### src/rtl/sync_fifo_param.sv
// Parametrised single-clock FIFO with watermark flags, fill level, sticky error flags and flush.
// Define SYNC_FIFO_FWFT_EN for first-word-fall-through reads; otherwise data_out is a registered read.
module sync_fifo_param #(
    parameter int DATA_WIDTH    = 8,
    parameter int PTR_WIDTH     = 3,
    parameter int DEPTH         = 8,
    parameter int AFULL_THRESH  = 6,
    parameter int AEMPTY_THRESH = 2
) (
    input  logic                  clk,
    input  logic                  rst_n,
    input  logic                  flush,
    input  logic                  clr_err,
    input  logic                  w_en,
    input  logic [DATA_WIDTH-1:0] data_in,
    input  logic                  r_en,
    output logic [DATA_WIDTH-1:0] data_out,
    output logic                  full,
    output logic                  empty,
    output logic                  almost_full,
    output logic                  almost_empty,
    output logic [PTR_WIDTH:0]    fill_level,
    output logic                  overflow,
    output logic                  underflow
);

    localparam logic [PTR_WIDTH:0] PTR_ONE   = {{PTR_WIDTH{1'b0}}, 1'b1};
    localparam logic [PTR_WIDTH:0] AFULL_T   = AFULL_THRESH[PTR_WIDTH:0];
    localparam logic [PTR_WIDTH:0] AEMPTY_T  = AEMPTY_THRESH[PTR_WIDTH:0];

    logic [DATA_WIDTH-1:0] mem [DEPTH];

    logic [PTR_WIDTH:0] wptr_q, wptr_d;
    logic [PTR_WIDTH:0] rptr_q, rptr_d;
    logic               overflow_q, overflow_d;
    logic               underflow_q, underflow_d;
    logic               wr_acc, rd_acc;

    // Status is derived purely from the registered pointers, so flags track accepted ops with no lag.
    assign full         = (wptr_q[PTR_WIDTH] != rptr_q[PTR_WIDTH]) &&
                          (wptr_q[PTR_WIDTH-1:0] == rptr_q[PTR_WIDTH-1:0]);
    assign empty        = (wptr_q == rptr_q);
    assign fill_level   = wptr_q - rptr_q;
    assign almost_full  = (fill_level >= AFULL_T);
    assign almost_empty = (fill_level <= AEMPTY_T);
    assign overflow     = overflow_q;
    assign underflow    = underflow_q;

    assign wr_acc = w_en && !full  && !flush;
    assign rd_acc = r_en && !empty && !flush;

    always_comb begin
        wptr_d      = wptr_q;
        rptr_d      = rptr_q;
        overflow_d  = overflow_q  && !clr_err;
        underflow_d = underflow_q && !clr_err;
        if (flush) begin
            wptr_d = '0;
            rptr_d = '0;
        end else begin
            if (wr_acc) wptr_d = wptr_q + PTR_ONE;
            if (rd_acc) rptr_d = rptr_q + PTR_ONE;
            // A fresh error wins over a same-cycle clear.
            if (w_en && full)  overflow_d  = 1'b1;
            if (r_en && empty) underflow_d = 1'b1;
        end
    end

    always_ff @(posedge clk) begin
        if (!rst_n) begin
            wptr_q      <= '0;
            rptr_q      <= '0;
            overflow_q  <= 1'b0;
            underflow_q <= 1'b0;
        end else begin
            wptr_q      <= wptr_d;
            rptr_q      <= rptr_d;
            overflow_q  <= overflow_d;
            underflow_q <= underflow_d;
        end
    end

    always_ff @(posedge clk) begin
        if (rst_n && wr_acc) mem[wptr_q[PTR_WIDTH-1:0]] <= data_in;
    end

`ifdef SYNC_FIFO_FWFT_EN
    assign data_out = mem[rptr_q[PTR_WIDTH-1:0]];
`else
    logic [DATA_WIDTH-1:0] data_out_q;

    always_ff @(posedge clk) begin
        if (!rst_n) begin
            data_out_q <= '0;
        end else if (rd_acc) begin
            data_out_q <= mem[rptr_q[PTR_WIDTH-1:0]];
        end
    end

    assign data_out = data_out_q;
`endif

endmodule

### config.mk
export PLATFORM = sky130hd
export DESIGN_NAME = sync_fifo_param
export DESIGN_NICKNAME = d
export VERILOG_FILES = /design/src/rtl/sync_fifo_param.sv
export SDC_FILE = /design/constraint.sdc
export NUM_CORES = 1
export LEC_CHECK = 0
export BUFFER_PORTS_ARGS = -buffer_cell sky130_fd_sc_hd__clkbuf_2
export CORE_MARGIN = 5
export CORE_UTILIZATION = 52
export DETAILED_ROUTE_END_ITERATION = 6
export PLACE_DENSITY_LB_ADDON = 0.12
export SYNTH_ARGS = -nofsm -noshare
export SYNTH_HDL_FRONTEND = slang
export SYNTH_SLANG_ARGS = --single-unit
### constraint.sdc
create_clock -name clk -period 2.59 [get_ports clk]
set_input_delay 0.518 -clock clk [delete_from_list [all_inputs] [get_ports clk]]
set_output_delay 0.518 -clock clk [all_outputs]
set_load 0.05 [all_outputs]
==> key figures, run 1 <==
GRT
  • Total gr overflow: 0
  • Number of global-route vias before repair: 1922
  • First-pass GRT wire length: 10400 um
  • Initial antenna violation count: 0
  • Largest net degree at the start of global routing: 19
  • Overall Global Routing Usage: 16.7%

Synthesis
  • Portion of netlist area occupied by mux cells: 13.8%
  • Largest family of logic cells by synthesized area: multiplexers
  • Mean Syn Cell Area: 16.2 um^2
  • Complex-gate fraction of the synthesized area: 5.44%
  • Sequential fraction of the synthesis area: 67.9%
  • Simple-gate share of the synthesized area: 4.95%
  • Yosys Warn Count: 0
  • Post-Synthesis Cells: 208
  • Post-synthesis register bit count: 82
  • Yosys cell types: 32
  • Net Count, Synth: 228
  • Synth Area in XOR/XNOR: 2.08%
  • Synth Area in Adders: 2.46%
  • Syn Std Cell Area: 0.00336 mm^2

Timing
  • Crit share post-route: 96.1%
  • Number of setup violations in the final report: 0
  • Rel. slew slack: 71.3%
  • RSZ-0062 raised after global routing: no
  • Measured slew at the worst slew-check pin: 0.431 ns
  • Endpoints failing hold: 0
  • TNS Setup: 0 ns
  • Clk_skew: 0.00353 ns
  • Minimum clock period: 2.49 ns
  • Hold WS: 0.450 ns
  • Slew Limit Fails: 0
  • Peak Freq: 402 MHz

Floorplan
  • Die Wd: 90.4 um
  • Placeable Area: 0.00631 mm^2
  • Standard-cell rows: 29
  • I/O pin total: 32
  • Die span in y: 90.4 um
  • Die Area: 0.00817 mm^2
  • Initial Util: 53.2%

Worst setup path
  • Worst path slowest cell: ha_1
  • Critical path capture point type: primary output
  • Crit path from: wptr_q[2]$_SDFFE_PP0P_
  • Crit path buffers/inverters: 1
  • R2R Path Start: wptr_q[2]$_SDFFE_PP0P_
  • WP data arrival: 1.97 ns
  • Worst path cell trace: ha_1, o21ai_1, and3_2, o21ai_2, clkbuf_2
  • Req. time, crit path: 2.07 ns
  • Worst setup SP type: register
  • Critical path's largest stage delay: 0.45 ns
  • Crit Path Max Fanout: 5
  • Kind of critical path: reg2out
  • CP delay by family, top: adder cells

Detailed routing
  • Post-route DRC violation count: 0
  • Via density per instance: 5.53
  • Antenna-violating nets left: 0
  • DRT iter0 DRCs: 84
  • Drt wl/cell: 18.8 um
  • Overall via count from detail_route: 1897
  • Pre-Repair DR Iteration Count: 4
  • Aggregate routed wire length: 6450 um

Clock tree
  • CTS tree: done
  • Clock transition at path regs: 0.08 ns
  • Worst skew pair latency: 0.35 ns
  • Clock Path Buffers: 2
  • CTS Sinks: 82
  • H-tree lvl count: 3
  • Setup Buffers After CTS: 0
  • Clk root buf: clkbuf_8
  • Total CTS buffers: 9
  • Cts hold-fix bufs: 0

Place
  • Final GP Congestion: 0.714
  • Cells after DPL: 327
  • Final HPWL DP: 4400 um
  • Number of port buffers: 31

Layout
  • Post-route core utilization: 62.5%
  • Layout Cells excl Fill: 343
  • Area grow syn2layout: 17.5%
  • Ant diodes: 0
  • NumNets Final: 281
  • Filler cells: 483
  • Layout cell share with drive strength beyond 1: 36.8%

Power
  • Leak pwr: 1.39 nW
  • PwrDens: 616 mW/mm^2
  • VDD IR max: 385 uV

Run
  • Max-cap violations: 0

Min path
  • Worst hold path startpoint: data_in[3]
  • Min-Delay Path Class: in2reg

Outcome
  • Status: completed
==> cells in the final DEF (no fill, tap or decap), types with 5 or more instances in the layout <==
master	instances
a21oi_1	9
buf_4	21
clkbuf_2	30
clkbuf_8	9
dfxtp_1	15
edfxtp_1	64
ha_1	5
inv_1	10
mux2i_1	10
mux4_2	15
nor2_1	16
o21ai_0	8
xnor2_1	6
==> synthesized netlist by cell type <==
library cell,instances,share of area [%]
buf_2,2,0.30
buf_12,1,0.60
dfxtp_1,18,11
mux4_1,1,0.78
buf_4,3,0.67
nand3b_1,1,0.22
nor2b_1,1,0.19
nor2_1,17,1.9
a21oi_2,1,0.26
a21oi_1,11,1.6
nor3_1,2,0.30
and2_1,2,0.37
mux2i_1,10,3.0
o32ai_1,2,0.52
ha_1,5,1.9
a31o_2,1,0.26
and3_1,2,0.37
a211oi_2,1,0.37
buf_6,1,0.34
nand3_1,4,0.60
nand2b_1,3,0.56
inv_1,10,1.1
o21ai_0,10,1.5
clkbuf_1,3,0.34
fa_1,1,0.60
nand2_1,4,0.45
mux4_2,15,10
xor2_1,1,0.26
edfxtp_1,64,57
a211oi_1,3,0.67
o21a_1,1,0.22
xnor2_1,7,1.8
==> path summary, 6_finish.rpt <==
check                           cells past startpoint                       end  slack, ns
worst max-delay path                                5               almost_full        0.1
worst min-delay path                                1       mem[5][3]$_DFFE_PP_       0.45
worst max register to register                      6       mem[0][7]$_DFFE_PP_       0.38
worst min register to register                      2  data_out[1]$_SDFFE_PN0P_       0.54
==> cell families after synthesis <==
group                    after synthesis
flip-flops                            82
XOR/XNOR                               8
buffers and inverters                 20
adder cells (fa/ha/maj)                6
AO/OA/AOI/OAI                         30
AND/OR/NAND/NOR                       36
multiplexers                          26
==> power breakdown <==
group	switching (mW)	internal, mW
sequential	0.00320	1.42
combinational	0.0657	0.0298
clock	0.461	0.449
total	0.529	1.90
==> per-layer routing <==
metal	up-vias	share of wire [%]	global-route usage, %
met5	-	0	0
li1	896	-	-
met3	13	3.7	3.33
met1	949	44	21.4
met2	39	50	27.3
met4	0	2.1	7.82
==> stage by stage <==
step	instance area (um^2)	power, mW	worst slack, ns
CTS	3930	2.45	0.0129
floorplan	3400	1.51	-0.00531
finish	3950	2.43	0.100
global route	3950	2.51	0.0119
detailed placement	3730	1.55	0.201
global placement	3730	1.55	0.261
==> flip-flops by register name (all words and copies together) (netlist names) <==
name       flops
overflow       1
underflow      1
rptr_q         4
mem           64
data_out       8
wptr_q         4
==> layout make-up <==
type / instances / area, um^2 / area share [%]
Multi-Input combinational cell: 106 / 1010 / 25.7
Tap cell: 77 / 96.3 / 2.44
Inverter: 10 / 37.5 / 0.951
Clock inverter: 6 / 65.1 / 1.65
Sequential cell: 82 / 2290 / 57.9
Timing Repair Buffer: 52 / 323 / 8.17
Clock buffer: 10 / 128 / 3.23
==> what timing repair did <==
| item | 4_1_cts | 5_1_grt |
|---|---|---|
| gates cloned | 0 | 0 |
| endpoints found under the setup margin | 3 | 3 |
| endpoints found under the hold margin | 0 | 0 |
| resized for setup | 5 | 7 |
No activity file was read; power rests on OpenSTA's default activity.
==> run 2: changes to the inputs <==
--- a/config.mk
+++ b/config.mk
@@ -6,7 +6,7 @@
 export NUM_CORES = 1
 export LEC_CHECK = 0
 export BUFFER_PORTS_ARGS = -buffer_cell sky130_fd_sc_hd__clkbuf_2
-export CORE_MARGIN = 5
+export CORE_MARGIN = 3
 export CORE_UTILIZATION = 52
 export DETAILED_ROUTE_END_ITERATION = 6
 export PLACE_DENSITY_LB_ADDON = 0.12
==> run 2 against run 1 <==
Against the previous run: first-iteration DRC count is 40% higher; clock skew is 0.0029 ns higher; register-to-register slack worse by 0.05 ns; utilization is 2.0 points higher; critical path type unchanged.
==> key figures, run 2 (synthesis results as in run 1) <==
Worst setup path
  • R2R Path End: mem[1][3]$_DFFE_PP_
  • R2R Path Start: wptr_q[2]$_SDFFE_PP0P_
  • Req. time, crit path: 2.07 ns (about the same)
  • Crit Path Max Fanout: 3 (-2)
  • Worst setup SP type: register
  • Kind of critical path: reg2out
  • Critical path capture point type: primary output
  • R2R Setup Slk: 0.33 ns (-0.05 ns)
  • WP data arrival: 1.96 ns (about the same)
  • Reg2reg path depth: 6 (unchanged)

Clock tree
  • CTS tree: done
  • CTS Sinks: 82 (unchanged)
  • Total CTS buffers: 9 (unchanged)
  • Worst skew pair latency: 0.35 ns (about the same)
  • Clk root buf: clkbuf_8
  • H-tree lvl count: 3 (unchanged)
  • Clock Path Buffers: 2 (unchanged)
  • Clock transition at path regs: 0.08 ns (about the same)

Place
  • Cells after DPL: 321 (-1.8%)
  • Final GP Congestion: 0.846 (+19%)
  • Final HPWL DP: 3950 um (-10%)
  • Instance area after placement: 0.00370 mm^2 (-0.87%)
  • Post-placement setup slack: 0.239 ns (+0.0375 ns)
  • Number of port buffers: 31 (unchanged)

Timing
  • Setup WS post-layout: 0.111 ns (+0.0114 ns)
  • Minimum clock period: 2.48 ns (-0.0114 ns)
  • Slew Limit Fails: 0 (unchanged)
  • Measured slew at the worst slew-check pin: 0.378 ns (-0.0527 ns)
  • Crit share post-route: 95.7% (-0.44 points)
  • Number of setup violations in the final report: 0 (unchanged)
  • Endpoints failing hold: 0 (unchanged)
  • Rel. slew slack: 74.8% (+3.5 points)
  • Peak Freq: 403 MHz (+0.46%)
  • Clk_skew: 0.00644 ns (+0.00291 ns)

Detailed routing
  • Post-route DRC violation count: 0 (unchanged)
  • Overall via count from detail_route: 1840 (-3.0%)
  • Antenna-violating nets left: 0 (unchanged)
  • Aggregate routed wire length: 6040 um (-6.4%)
  • DRT iter0 DRCs: 118 (+40%)
  • Via density per instance: 5.46 (-1.3%)
  • Pre-Repair DR Iteration Count: 4 (unchanged)
  • Drt wl/cell: 17.9 um (-4.8%)

Min path
  • Hold endpoint: mem[3][3]$_DFFE_PP_
  • Worst hold stages: 1 (unchanged)
  • Worst hold path startpoint: data_in[3]
  • Min-Delay Path Class: in2reg

Layout
  • Cell area after layout: 0.00393 mm^2 (-0.38%)
  • Max reg flops: 64 (unchanged)
  • Layout Cells excl Fill: 337 (-1.7%)
  • NumNets Final: 277 (-1.4%)
  • Area grow syn2layout: 17.1%
  • Most frequent cells in the layout: edfxtp_1 (64), clkbuf_2 (29), dfxtp_1 (17), buf_4 (17), nor2_1 (16)
  • Ant diodes: 0 (unchanged)
  • Commonest non-fill, non-tap cell in the layout: edfxtp_1
  • Filler cells: 461 (-4.6%)
  • Layout cell share with drive strength beyond 1: 34.4% (-2.5 points)
  • Post-route core utilization: 64.5% (+2.0 points)

GRT
  • First-pass GRT wire length: 9650 um (-6.9%)
  • Initial antenna violation count: 0 (unchanged)
  • Overall Global Routing Usage: 17.9% (+1.2 points)
  • Total gr overflow: 0 (unchanged)
  • Number of global-route vias before repair: 1757 (-8.6%)
  • Largest net degree at the start of global routing: 19 (unchanged)

Run
  • Max-cap violations: 0 (unchanged)

Power
  • VDD IR max: 577 uV (+50%)
  • Total power: 2.51 mW (+3.1%)
  • PwrDens: 637 mW/mm^2 (+3.5%)
  • Leak pwr: 1.37 nW (-1.6%)

Outcome
  • Status: completed

Floorplan
  • Die Wd: 86.4 um (-4.4%)
  • Initial Util: 55.1% (+1.9 points)
  • I/O pin total: 32 (unchanged)
  • Die span in y: 86.4 um (-4.4%)
  • Standard-cell rows: 28 (-3.4%)
  • Placeable Area: 0.00610 mm^2 (-3.4%)
  • Die Area: 0.00746 mm^2 (-8.7%)
## run 2: changes by cell type in the layout (fill, tap and decap cells not counted), sizes merged
| cell | change |
|---|---|
| buf | -3 |
| bufinv | +1 |
| clkbuf | -1 |
| clkinv | -1 |
| clkinvlp | +2 |
| inv | -2 |
## run 2: metal layers
metal / part of all wire (%) / vias to the layer above / track usage [%]
li1: - / 889 / -
met1: 43 / 881 / 24.4
met2: 49 / 59 / 27.8
met3: 6.4 / 11 / 4.75
met4: 1.4 / 0 / 6.66
met5: 0 / - / 0
## run 2: repair_timing
action,4_1_cts,5_1_grt
hold buffers,0,0
resized for setup,2,7
setup endpoints to repair,2,3
setup buffers,0,0
## run 2: metrics by stage
stage	hold WS (ns)	TNS (ns)
finish	0.441	0
global placement	0.517	0
CTS	0.426	0
detailed placement	0.531	0
floorplan	0.543	-0.00531
global route	0.437	-0.000225
## run 2: area by class of cell
class	count	area [um^2]	area share, %
Clock buffer	10	128	3.24
Clock inverter	6	91.3	2.32
Inverter	10	37.5	0.954
Multi-Input combinational cell	106	1010	25.6
Sequential cell	82	2290	58.1
Tap cell	75	93.8	2.39
Timing Repair Buffer	48	289	7.35
## run 2: worst max-delay path, cell delays in order (launching register included)
cell	delay (ns)
dfxtp_1	0.33
inv_1	0.06
ha_1	0.22
fa_2	0.52
inv_1	0.05
a21oi_1	0.14
o21a_2	0.15
buf_6	0.15
## run 2: worst max path at each step
stage / startpoint / end / slack (ns)
after floorplan: wptr_q[0]$_SDFFE_PP0P_ / almost_full / -0.005
after global placement: wptr_q[1]$_SDFFE_PP0P_ / almost_empty / 0.26
after detailed placement: wptr_q[1]$_SDFFE_PP0P_ / almost_empty / 0.24
after CTS: wptr_q[0]$_SDFFE_PP0P_ / almost_empty / 0.002
after global routing: wptr_q[0]$_SDFFE_PP0P_ / almost_empty / -0.0002
final: wptr_q[0]$_SDFFE_PP0P_ / almost_empty / 0.11
## run 2: power breakdown
group / switching (mW) / leakage, nW / internal, mW
logic: 0.0636 / 0.545 / 0.0288
registers: 0.00323 / 0.723 / 1.42
clock network: 0.444 / 0.0987 / 0.544
